<file path="src/rtl/shift_loader.sv">
// Serializes a latched byte into a downstream 8-bit left/right shift register.
// Optional idle gap between bits; supports pause (Hold) and cancel (Abort).
module shift_loader #(
    parameter int unsigned GAP = 0
) (
    input  logic       Clk,
    input  logic       Reset,
    input  logic       Start,
    input  logic [7:0] Data,
    input  logic       Dir,
    input  logic       Hold,
    input  logic       Abort,
    output logic       Ser_out,
    output logic       RL_out,
    output logic       En_out,
    output logic       Busy,
    output logic       Done
);

    typedef enum logic [1:0] {
        S_IDLE,
        S_SHIFT,
        S_GAP,
        S_DONE
    } state_t;

    // Timer is loaded with GAP-1 so that GAP state lasts exactly GAP cycles.
    localparam bit         HAS_GAP    = (GAP != 0);
    localparam logic [3:0] GAP_RELOAD = HAS_GAP ? 4'(GAP - 1) : 4'd0;

    state_t     state_q, state_d;
    logic [7:0] data_q,  data_d;
    logic       dir_q,   dir_d;
    logic [2:0] cnt_q,   cnt_d;
    logic [3:0] gap_q,   gap_d;
    logic       cur_bit;

    always_ff @(posedge Clk or posedge Reset) begin
        if (Reset) begin
            state_q <= S_IDLE;
            data_q  <= 8'd0;
            dir_q   <= 1'b0;
            cnt_q   <= 3'd0;
            gap_q   <= 4'd0;
        end else begin
            state_q <= state_d;
            data_q  <= data_d;
            dir_q   <= dir_d;
            cnt_q   <= cnt_d;
            gap_q   <= gap_d;
        end
    end

    always_comb begin
        state_d = state_q;
        data_d  = data_q;
        dir_d   = dir_q;
        cnt_d   = cnt_q;
        gap_d   = gap_q;
        unique case (state_q)
            S_IDLE: begin
                if (Start) begin
                    data_d  = Data;
                    dir_d   = Dir;
                    cnt_d   = 3'd0;
                    gap_d   = 4'd0;
                    state_d = S_SHIFT;
                end
            end
            S_SHIFT: begin
                if (Abort) begin
                    cnt_d   = 3'd0;
                    gap_d   = 4'd0;
                    state_d = S_IDLE;
                end else if (!Hold) begin
                    // A bit leaves on this edge; the last one skips the gap.
                    cnt_d = cnt_q + 3'd1;
                    if (cnt_q == 3'd7) begin
                        state_d = S_DONE;
                    end else if (HAS_GAP) begin
                        gap_d   = GAP_RELOAD;
                        state_d = S_GAP;
                    end
                end
            end
            S_GAP: begin
                if (Abort) begin
                    cnt_d   = 3'd0;
                    gap_d   = 4'd0;
                    state_d = S_IDLE;
                end else if (!Hold) begin
                    if (gap_q == 4'd0) begin
                        state_d = S_SHIFT;
                    end else begin
                        gap_d = gap_q - 4'd1;
                    end
                end
            end
            S_DONE: begin
                state_d = S_IDLE;
            end
            default: begin
                state_d = S_IDLE;
            end
        endcase
    end

    // Dir=1 feeds the LSB end, so the MSB must go first to land on top.
    assign cur_bit = dir_q ? data_q[~cnt_q] : data_q[cnt_q];

    assign Ser_out = (state_q == S_SHIFT) && cur_bit;
    assign En_out  = (state_q == S_SHIFT) && !Hold;
    assign RL_out  = dir_q;
    assign Busy    = (state_q == S_SHIFT) || (state_q == S_GAP);
    assign Done    = (state_q == S_DONE);

endmodule

</file>
<file path="config.mk">
export PLATFORM = sky130hd
export DESIGN_NAME = shift_loader
export DESIGN_NICKNAME = d
export VERILOG_FILES = /design/src/rtl/shift_loader.sv
export SDC_FILE = /design/constraint.sdc
export NUM_CORES = 1
export LEC_CHECK = 0
export CELL_PAD_IN_SITES_DETAIL_PLACEMENT = 0
export CELL_PAD_IN_SITES_GLOBAL_PLACEMENT = 2
export CORE_UTILIZATION = 36
export DETAILED_ROUTE_END_ITERATION = 10
export PLACE_DENSITY_LB_ADDON = 0.1
export SYNTH_ARGS = -nofsm -noshare
export SYNTH_HDL_FRONTEND = slang
export SYNTH_SLANG_ARGS = --single-unit
</file>
<file path="constraint.sdc">
create_clock -name Clk -period 5.4 [get_ports Clk]
set_clock_uncertainty 0.2 [all_clocks]
set_input_delay 1.08 -clock Clk [delete_from_list [all_inputs] [get_ports Clk]]
set_output_delay 1.08 -clock Clk [all_outputs]
set_load 0.1 [all_outputs]
</file>
==> results.py, run 1 <==
metrics = {
    "drt": {
        "route.detailed.drc": 0,
        "num_vias": 816,
        "drtAntennaViolNets": 0,
        "firstDrtPassIters": 5,
        "routed_wirelength_mm": 2.18,
        "drtIter0Drc": 3,
        "wl_per_cell_um": 14.6,
        "routed_via_density": 5.48,
    },
    "placement": {
        "hpwlAfterDp_mm": 1.67,
        "io_buffer_count": 18,
        "place.gp.congestion": 0.808,
    },
    "pwr": {
        "peakVddDrop_mv": 0.338,
        "p_sw_uw": 348,
        "p_int_uw": 383,
        "clockPowerShare_pct": 11.9,
        "p_seq_share_pct": 30.7,
        "power_uw": 731,
        "swShare_pct": 47.7,
        "power.leakage_nw": 0.560,
        "power_density_nw_per_um2": 539,
        "comb_power_share_pct": 57.4,
    },
    "critical_path": {
        "r2r_setup_slack_ns": 3.05,
        "slowest_stage": "clkdlybuf4s50_1",
        "critPathBufInv": 1,
        "cp-end-kind": "primary output",
        "max_stage_delay_ns": 1.12,
        "start_kind": "register",
        "path_delay_family": "buffers and inverters",
        "path_class": "register to primary output",
        "r2r_cells": 6,
        "crit-reg2reg-launch": "state_q[1]$_DFFE_PP0P_",
        "crit_fanout": 8,
        "reg2reg_to": "state_q[1]$_DFFE_PP0P_",
        "crit_arrival_ns": 2.81,
        "cp_data_required_time_ns": 4.12,
        "path_cells": "mux4_2 -> o22ai_1 -> a311oi_1 -> o21a_1 -> clkdlybuf4s50_1",
    },
    "sta": {
        "tightest_slew_ns": 0.969,
        "grt_setup_unrepaired": "false",
        "relSlewSlack_pct": 35.2,
        "fin_crit_sh_pct": 75.7,
        "setup_violations": 0,
        "period_needed_ns": 4.09,
        "hold_viol": 0,
        "max_freq_mhz": 245,
        "tns_ns": 0,
        "slew_viol_final": 0,
    },
    "floorplanning": {
        "fp.dieW_um": 57.8,
        "rows": 19,
        "fp.dieH_um": 57.8,
        "die-area_um2": 3340,
        "initial_core_util_pct": 39.3,
        "core_um2": 2850,
        "ioPinCount": 19,
    },
    "synthesis": {
        "synth_edf_count": 0,
        "yosysSeqAreaShare_pct": 40.1,
        "synth-seq-cells": 18,
        "synth_area_um2": 1120,
        "synth_top_area_cell": "dfrtp_1",
        "synth_cells": 99,
        "netlist.area_leader.share_pct": 40.1,
        "synth-warning-count": 0,
        "synth_area_leaders": "dfrtp_1 40%, ha_1 10%, mux2_2 10%",
        "syn-num-nets": 122,
        "synthFlopType": "dfrtp_1",
        "synth_area_per_cell_um2": 11.3,
        "async_flop_share_pct": 100,
        "synth_cell_types": 31,
    },
    "clock_network": {
        "cts_max_level": 1,
        "post_cts_resized": 0,
        "cts_hold_buffers": 0,
        "clk_pin_slew_ns": 0.11,
        "clock-sinks": 18,
        "cts_root_buf": "clkbuf_4",
        "cts_tree": "yes",
        "insertion_delay_ns": 0.30,
        "cts_made_buffers": 3,
        "clockBufferDepth": 2,
        "cts_setup_buffers": 0,
    },
    "grt": {
        "grt_max_degree": 19,
        "antenna_found_initial": 0,
        "grt_pass1_vias": 844,
        "grt_usage_pct": 15.3,
        "overflow": 0,
        "grt_pass1_wl_mm": 3.86,
    },
    "worst_hold_path": {
        "hold_class": "register to register",
        "worstHoldPathCells": 1,
        "hold_path_end": "gap_q[1]$_DFFE_PP0P_",
        "hold_start": "gap_q[1]$_DFFE_PP0P_",
    },
    "status": {
        "status": "finished, final reports clean",
    },
    "finish": {
        "final_core_util_pct": 47.5,
        "layout-drive-gt1-share_pct": 16.1,
        "area_growth_pct": 20.7,
        "diodes": 0,
        "fin_nets": 142,
    },
    "flow_run": {
        "maxCapViolations": 0,
    },
}
-- kinds of logic after synthesis --
family | share of synthesized area (%)
AOI/OAI and AO/OA | 12.7
and+or+nand+nor | 12.9
DFF | 40.1
adders and majority gates | 10.0
buffers and inverters | 4.79
muxes | 19.4
-- metal layers --
| layer | part of all wire, % | vias to the layer above | GRT usage [%] |
|---|---|---|---|
| met5 | 0 | - | 0 |
| li1 | - | 394 | - |
| met3 | 5.0 | 6 | 4.69 |
| met2 | 44 | 18 | 23.3 |
| met4 | 1.9 | 0 | 5.78 |
| met1 | 49 | 398 | 20.4 |
-- synthesized netlist by cell type (2+ instances only) --
library cell	count
nand3_1	4
o21ai_0	5
mux4_2	2
mux2_2	10
o211ai_1	2
nor2b_1	4
nor3_1	3
nor3b_1	2
inv_1	9
mux2i_1	6
ha_1	9
nand2_1	3
nand2b_1	3
nor2_1	3
dfrtp_1	18
-- how the worst max path moves through the flow --
stage	slack [ns]	cells past startpoint	start	to
2_1_floorplan	1.70	1	Hold	En_out
3_3_place_gp	1.68	4	cnt_q[0]$_DFFE_PP0P_	Ser_out
3_5_place_dp	1.67	5	cnt_q[0]$_DFFE_PP0P_	Ser_out
4_1_cts	1.30	4	cnt_q[0]$_DFFE_PP0P_	Ser_out
5_1_grt	1.13	5	cnt_q[0]$_DFFE_PP0P_	Ser_out
6_report	1.31	5	cnt_q[0]$_DFFE_PP0P_	Ser_out
-- stage by stage --
step	std cells	setup WS, ns	cell area, um2	hold WS, ns
floorplan	99	1.70	1120	0.269
global placement	145	1.68	1320	0.292
detailed placement	145	1.67	1320	0.287
CTS	149	1.30	1360	0.319
global route	149	1.13	1360	0.356
finish	149	1.31	1360	0.316
-- flip-flops by register name (all words and copies together) (netlist names) --
name and cells:
RL_out 1, cnt_q 3, data_q 8, gap_q 4
state_q 2
-- power groups by stage --
| stage | logic (mW) | clock network, mW | registers (mW) |
|---|---|---|---|
| after global placement | 0.418 | 0 | 0.227 |
| final | 0.419 | 0.0870 | 0.225 |
| after global routing | 0.452 | 0.0965 | 0.232 |
| after CTS | 0.424 | 0.0923 | 0.226 |
| after floorplan | 0.329 | 0 | 0.237 |
| after detailed placement | 0.423 | 0 | 0.228 |
-- cells in the final DEF (no fill, tap or decap), types with 4 or more instances in the layout --
cell type,instances
dfrtp_1,18
o21ai_0,5
mux2_2,10
nand3_1,4
ha_1,9
inv_1,9
mux2i_1,6
clkdlybuf4s50_1,17
nor2b_1,4
-- worst register-to-register path, cell delays in order (launching register included) --
cell and delay, ns:
dfrtp_1 0.42, inv_1 0.13, ha_1 0.25, nor2b_1 0.67, o21ai_0 0.20, o211ai_1 0.19, mux2i_1 0.23
-- area by class of cell --
cell class,count,area [um2]
clock buffer,4,36.3
fill,275,1500
inverter,9,33.8
multi-input combinational,69,618
sequential,18,450
tap,31,38.8
timing repair buffer,18,178
Note: power is estimated with default switching activity, not from simulation.
==> run 2: changes to the inputs <==
--- a/config.mk
+++ b/config.mk
@@ -7,7 +7,7 @@
 export LEC_CHECK = 0
 export CELL_PAD_IN_SITES_DETAIL_PLACEMENT = 0
 export CELL_PAD_IN_SITES_GLOBAL_PLACEMENT = 2
-export CORE_UTILIZATION = 36
+export CORE_UTILIZATION = 30
 export DETAILED_ROUTE_END_ITERATION = 10
 export PLACE_DENSITY_LB_ADDON = 0.1
 export SYNTH_ARGS = -nofsm -noshare
==> constraint.sdc (replaced) <==
create_clock -name Clk -period 3.48 [get_ports Clk]
set_clock_uncertainty 0.2 [all_clocks]
set_input_delay 0.696 -clock Clk [delete_from_list [all_inputs] [get_ports Clk]]
set_output_delay 0.696 -clock Clk [all_outputs]
set_load 0.1 [all_outputs]
==> run 2 against run 1 <==
Worst hold slack improved by 0.0020 ns. First-iteration DRC count rose to 5.7 times the previous value. Via count fell by 0.25%. Cell count rose by 11%. Combinational power rose by 56%. Core utilization fell by 7.1 points. Largest power group unchanged. Critical path depth fell by 1. Setup slack got worse by 0.73 ns. Count of clock-buffer cells in the layout did not move. Highest routed layer unchanged. Non-clock buffer count rose by 1. Die area rose by 19%.
==> results.py, run 2 (same netlist as run 1, synthesis figures left out) <==
metrics = {
    "critical_path": {
        "crit_fanout": 8,
        "critPathBufInv": 1,
        "crit-reg2reg-launch": "state_q[1]$_DFFE_PP0P_",
        "r2r_setup_slack_ns": 1.44,
        "path_delay_family": "flip-flops",
        "reg2reg_to": "gap_q[0]$_DFFE_PP0P_",
        "cp-end-kind": "primary output",
        "max_stage_delay_ns": 0.55,
        "endpoint": "Ser_out",
        "cp_data_required_time_ns": 2.58,
        "r2r_cells": 7,
        "path_class": "register to primary output",
        "path_cells": "mux4_2 -> o2111a_1 -> o21a_1 -> buf_4",
        "crit_arrival_ns": 2.00,
        "slowest_stage": "dfrtp_1",
        "worstSetupStartpoint": "cnt_q[0]$_DFFE_PP0P_",
        "start_kind": "register",
        "path_depth": 4,
    },
    "finish": {
        "final_core_util_pct": 40.4,
        "largest_registers": "data_q (8), gap_q (4), cnt_q (3)",
        "largest_reg_flops": 8,
        "area_growth_pct": 25.0,
        "layout-drive-gt1-share_pct": 20.2,
        "diodes": 0,
        "final_cells": 165,
        "multi_input_area_um2": 618,
        "largest_register": "data_q",
        "final_common_cell": "dfrtp_1",
        "fin_nets": 143,
        "regArea_um2": 450,
        "layout_common_cells": "18 x dfrtp_1, 13 x clkdlybuf4s50_1, 10 x mux2_2, 9 x inv_1, 9 x ha_1",
        "fillers": 363,
    },
    "floorplanning": {
        "ioPinCount": 19,
        "initial_core_util_pct": 32.4,
        "fp.dieW_um": 63.2,
        "fp.dieH_um": 63.2,
        "die-area_um2": 3990,
        "core_um2": 3470,
        "rows": 21,
    },
    "placement": {
        "placed_cells": 161,
        "hpwlAfterDp_mm": 1.68,
        "io_buffer_count": 18,
        "place.gp.congestion": 0.790,
    },
    "clock_network": {
        "cts_tree": "yes",
        "cts_hold_buffers": 0,
        "post_cts_resized": 0,
        "cts_made_buffers": 3,
        "cts_max_level": 1,
        "cts_root_buf": "clkbuf_8",
        "cts_setup_buffers": 0,
        "clock-sinks": 18,
        "insertion_delay_ns": 0.26,
        "clockBufferDepth": 2,
        "clk_pin_slew_ns": 0.07,
    },
    "sta": {
        "fin_crit_sh_pct": 83.3,
        "relSlewSlack_pct": 51.7,
        "setup_violations": 0,
        "period_needed_ns": 2.90,
        "tightest_slew_ns": 0.723,
        "hold_viol": 0,
        "worst_hold_slack_ns": 0.318,
        "grt_setup_unrepaired": "false",
        "slew_viol_final": 0,
        "tns_ns": 0,
        "max_freq_mhz": 345,
    },
    "grt": {
        "grt_pass1_wl_mm": 3.86,
        "grt_pass1_vias": 801,
        "grt_max_degree": 19,
        "antenna_found_initial": 0,
        "overflow": 0,
        "grt_usage_pct": 12.7,
    },
    "drt": {
        "firstDrtPassIters": 2,
        "wl_per_cell_um": 13.2,
        "num_vias": 814,
        "route.detailed.drc": 0,
        "drtAntennaViolNets": 0,
        "routed_wirelength_mm": 2.17,
        "routed_via_density": 4.93,
        "drtIter0Drc": 17,
    },
    "worst_hold_path": {
        "hold_class": "register to register",
    },
    "pwr": {
        "power_density_nw_per_um2": 843,
        "power_mw": 1.18,
        "peakVddDrop_mv": 0.484,
        "power.leakage_nw": 0.581,
    },
    "flow_run": {
        "maxCapViolations": 0,
    },
    "status": {
        "status": "finished, final reports clean",
    },
}
## run 2: cell types whose count changed in the layout (fill, tap and decap cells not counted), sizes merged
| cell | delta |
|---|---|
| buf | +5 |
| clkdlybuf4s50 | -4 |
## run 2: worst min path at each step
stage | from | endpoint | slack (ns) | cells past startpoint
after floorplan | gap_q[1]$_DFFE_PP0P_ | gap_q[1]$_DFFE_PP0P_ | 0.27 | 1
after global placement | gap_q[1]$_DFFE_PP0P_ | gap_q[1]$_DFFE_PP0P_ | 0.30 | 1
after detailed placement | gap_q[1]$_DFFE_PP0P_ | gap_q[1]$_DFFE_PP0P_ | 0.30 | 1
after CTS | gap_q[1]$_DFFE_PP0P_ | gap_q[1]$_DFFE_PP0P_ | 0.32 | 1
after global routing | data_q[3]$_DFFE_PP0P_ | data_q[3]$_DFFE_PP0P_ | 0.35 | 1
final | gap_q[1]$_DFFE_PP0P_ | gap_q[1]$_DFFE_PP0P_ | 0.32 | 1
## run 2: area by class of cell
class / instances / area share [%]
Tap cell: 46 / 4.10
Sequential cell: 18 / 32.1
Timing Repair Buffer: 19 / 13.4
Multi-Input combinational cell: 69 / 44.1
Inverter: 9 / 2.41
Clock buffer: 4 / 3.93
## run 2: report_power, final
part / switching [mW] / internal [mW] / total [mW]
clock network: 0.0786 / 0.101 / 0.179
registers: 0.0682 / 0.282 / 0.350
logic: 0.401 / 0.253 / 0.654
## run 2: layer usage
| metal | vias to the layer above | wire length (um) | track usage, % |
|---|---|---|---|
| met4 | 0 | 39 | 6.10 |
| li1 | 400 | - | - |
| met5 | - | 0 | 0 |
| met2 | 12 | 939 | 19.2 |
| met3 | 5 | 54 | 2.17 |
| met1 | 397 | 1140 | 17.3 |
## run 2: stage by stage
stage               cell area, um2  setup WS (ns)
floorplan                     1120          0.553
global placement              1350          0.864
detailed placement            1350          0.853
CTS                           1400          0.565
global route                  1400          0.478
finish                        1400          0.582
==> run 3: changes to the inputs <==
--- a/config.mk
+++ b/config.mk
@@ -7,7 +7,7 @@
 export LEC_CHECK = 0
 export CELL_PAD_IN_SITES_DETAIL_PLACEMENT = 0
 export CELL_PAD_IN_SITES_GLOBAL_PLACEMENT = 2
-export CORE_UTILIZATION = 30
+export CORE_UTILIZATION = 34
 export DETAILED_ROUTE_END_ITERATION = 10
 export PLACE_DENSITY_LB_ADDON = 0.1
 export SYNTH_ARGS = -nofsm -noshare
==> constraint.sdc (replaced) <==
create_clock -name Clk -period 2.8 [get_ports Clk]
set_clock_uncertainty 0.2 [all_clocks]
set_input_delay 0.56 -clock Clk [delete_from_list [all_inputs] [get_ports Clk]]
set_output_delay 0.56 -clock Clk [all_outputs]
set_load 0.1 [all_outputs]
==> run 3 against run 2 <==
Cell area down 0.54%. Setup slack lost 0.49 ns. Core utilization increased by 4.5 points. Global-route usage grew 2.0 points. Sequential power grew 23%. Die area decreased by 11%. Combinational power is 30% higher. Count of clock-buffer cells in the layout stayed put. Clock power fell by 7%.
==> results.py, run 3 (same netlist as run 1, synthesis figures left out) <==
metrics = {
    "critical_path": {
        "endpoint": "Ser_out",
        "crit_arrival_ns": 1.95,
        "worstSetupStartpoint": "cnt_q[0]$_DFFE_PP0P_",
        "r2r_cells": 7,
        "cp-end-kind": "primary output",
        "r2r_setup_slack_ns": 0.76,
        "cp_data_required_time_ns": 2.04,
        "crit-reg2reg-launch": "state_q[1]$_DFFE_PP0P_",
        "crit_fanout": 8,
        "start_kind": "register",
        "path_class": "register to primary output",
        "reg2reg_to": "gap_q[0]$_DFFE_PP0P_",
    },
    "floorplanning": {
        "die-area_um2": 3530,
        "ioPinCount": 19,
        "fp.dieW_um": 59.5,
        "fp.dieH_um": 59.5,
        "initial_core_util_pct": 36.2,
        "rows": 20,
        "core_um2": 3100,
    },
    "drt": {
        "drtAntennaViolNets": 0,
        "route.detailed.drc": 0,
        "firstDrtPassIters": 4,
        "wl_per_cell_um": 12.9,
        "num_vias": 799,
        "routed_via_density": 4.90,
        "routed_wirelength_mm": 2.11,
        "drtIter0Drc": 12,
    },
    "clock_network": {
        "cts_made_buffers": 3,
        "cts_root_buf": "clkbuf_4",
        "insertion_delay_ns": 0.29,
        "clk_pin_slew_ns": 0.11,
        "cts_max_level": 1,
        "cts_tree": "yes",
        "clockBufferDepth": 2,
        "cts_setup_buffers": 0,
        "clock-sinks": 18,
    },
    "finish": {
        "area_growth_pct": 24.3,
        "largest_registers": "data_q (8), gap_q (4), cnt_q (3)",
        "largest_register": "data_q",
        "diodes": 0,
        "fillers": 313,
        "final_common_cell": "dfrtp_1",
        "layout-drive-gt1-share_pct": 21.0,
        "layout_common_cells": "17 x dfrtp_1, 13 x clkdlybuf4s50_1, 10 x mux2_2, 9 x inv_1, 9 x ha_1",
        "fin_nets": 143,
        "final_core_util_pct": 45.0,
        "largest_reg_flops": 8,
    },
    "status": {
        "status": "finished, final reports clean",
    },
    "pwr": {
        "power_density_nw_per_um2": 1030,
        "peakVddDrop_mv": 0.570,
        "power.leakage_nw": 0.576,
    },
    "sta": {
        "tns_ns": 0,
        "fin_crit_sh_pct": 96.8,
        "setup_violations": 0,
        "relSlewSlack_pct": 52.1,
        "period_needed_ns": 2.71,
        "max_freq_mhz": 369,
        "hold_viol": 0,
        "tightest_slew_ns": 0.718,
        "slew_viol_final": 0,
        "grt_setup_unrepaired": "false",
    },
    "placement": {
        "io_buffer_count": 18,
        "hpwlAfterDp_mm": 1.64,
        "place.gp.congestion": 0.750,
    },
    "worst_hold_path": {
        "hold_class": "register to register",
        "hold_start": "gap_q[1]$_DFFE_PP0P_",
    },
    "grt": {
        "grt_pass1_vias": 791,
        "grt_max_degree": 19,
        "antenna_found_initial": 0,
        "overflow": 0,
        "grt_usage_pct": 14.7,
        "grt_pass1_wl_mm": 3.77,
    },
    "flow_run": {
        "maxCapViolations": 0,
    },
}
==> run 3: cell counts in the layout (fill, tap and decap cells not counted) <==
No cell type changed its count.
==> run 3: area by class of cell <==
type                            instances  area, um2  area share, %
Inverter                                9       33.8           2.42
Sequential cell                        18        452           32.4
Clock buffer                            4       36.3           2.60
Timing Repair Buffer                   19        200           14.3
Multi-Input combinational cell         69        618           44.3
Tap cell                               44       55.1           3.95
==> run 3: stage by stage <==
| step | total power [mW] | hold slack, ns | setup WS [ns] | std cells | area (um2) |
|---|---|---|---|---|---|
| finish | 1.44 | 0.316 | 0.0905 | 163 | 1400 |
| global route | 1.55 | 0.357 | 0.0109 | 163 | 1400 |
| CTS | 1.47 | 0.321 | 0.0721 | 163 | 1400 |
| detailed placement | 1.29 | 0.289 | 0.325 | 159 | 1360 |
| global placement | 1.29 | 0.288 | 0.344 | 159 | 1360 |
| floorplan | 1.09 | 0.269 | 0.0306 | 99 | 1120 |
==> run 3: how the worst min path moves through the flow <==
| stage | cells past startpoint | end | slack, ns |
|---|---|---|---|
| floorplan | 1 | gap_q[1]$_DFFE_PP0P_ | 0.27 |
| global placement | 1 | gap_q[1]$_DFFE_PP0P_ | 0.29 |
| detailed placement | 1 | gap_q[1]$_DFFE_PP0P_ | 0.29 |
| CTS | 1 | gap_q[1]$_DFFE_PP0P_ | 0.32 |
| global route | 1 | data_q[7]$_DFFE_PP0P_ | 0.36 |
| finish | 1 | gap_q[1]$_DFFE_PP0P_ | 0.32 |
==> run 3: worst max-delay path, stage by stage (launching register included) <==
cell and delay [ns]:
dfrtp_2 0.49, mux4_2 0.53, o2111a_1 0.24, o21a_1 0.22, buf_12 0.17
==> run 3: metal layers <==
layer	vias up	wire (um)	global-route usage, %
met5	-	0	0
met4	0	20	6.12
met3	2	84	2.62
met2	11	891	19.9
met1	383	1110	22.4
li1	403	-	-
==> run 3: what timing repair did <==
action / in CTS / in global routing
hold buffers: 0 / 0
resized for setup: 1 / 0
endpoints found under the setup margin: 1 / 0
==> run 3: power breakdown <==
| part | leakage (nW) | switching, mW | internal, mW |
|---|---|---|---|
| Sequential | 0.226 | 0.0803 | 0.350 |
| Combinational | 0.329 | 0.505 | 0.342 |
| Clock | 0.0210 | 0.0868 | 0.0791 |
| Total | 0.576 | 0.672 | 0.771 |
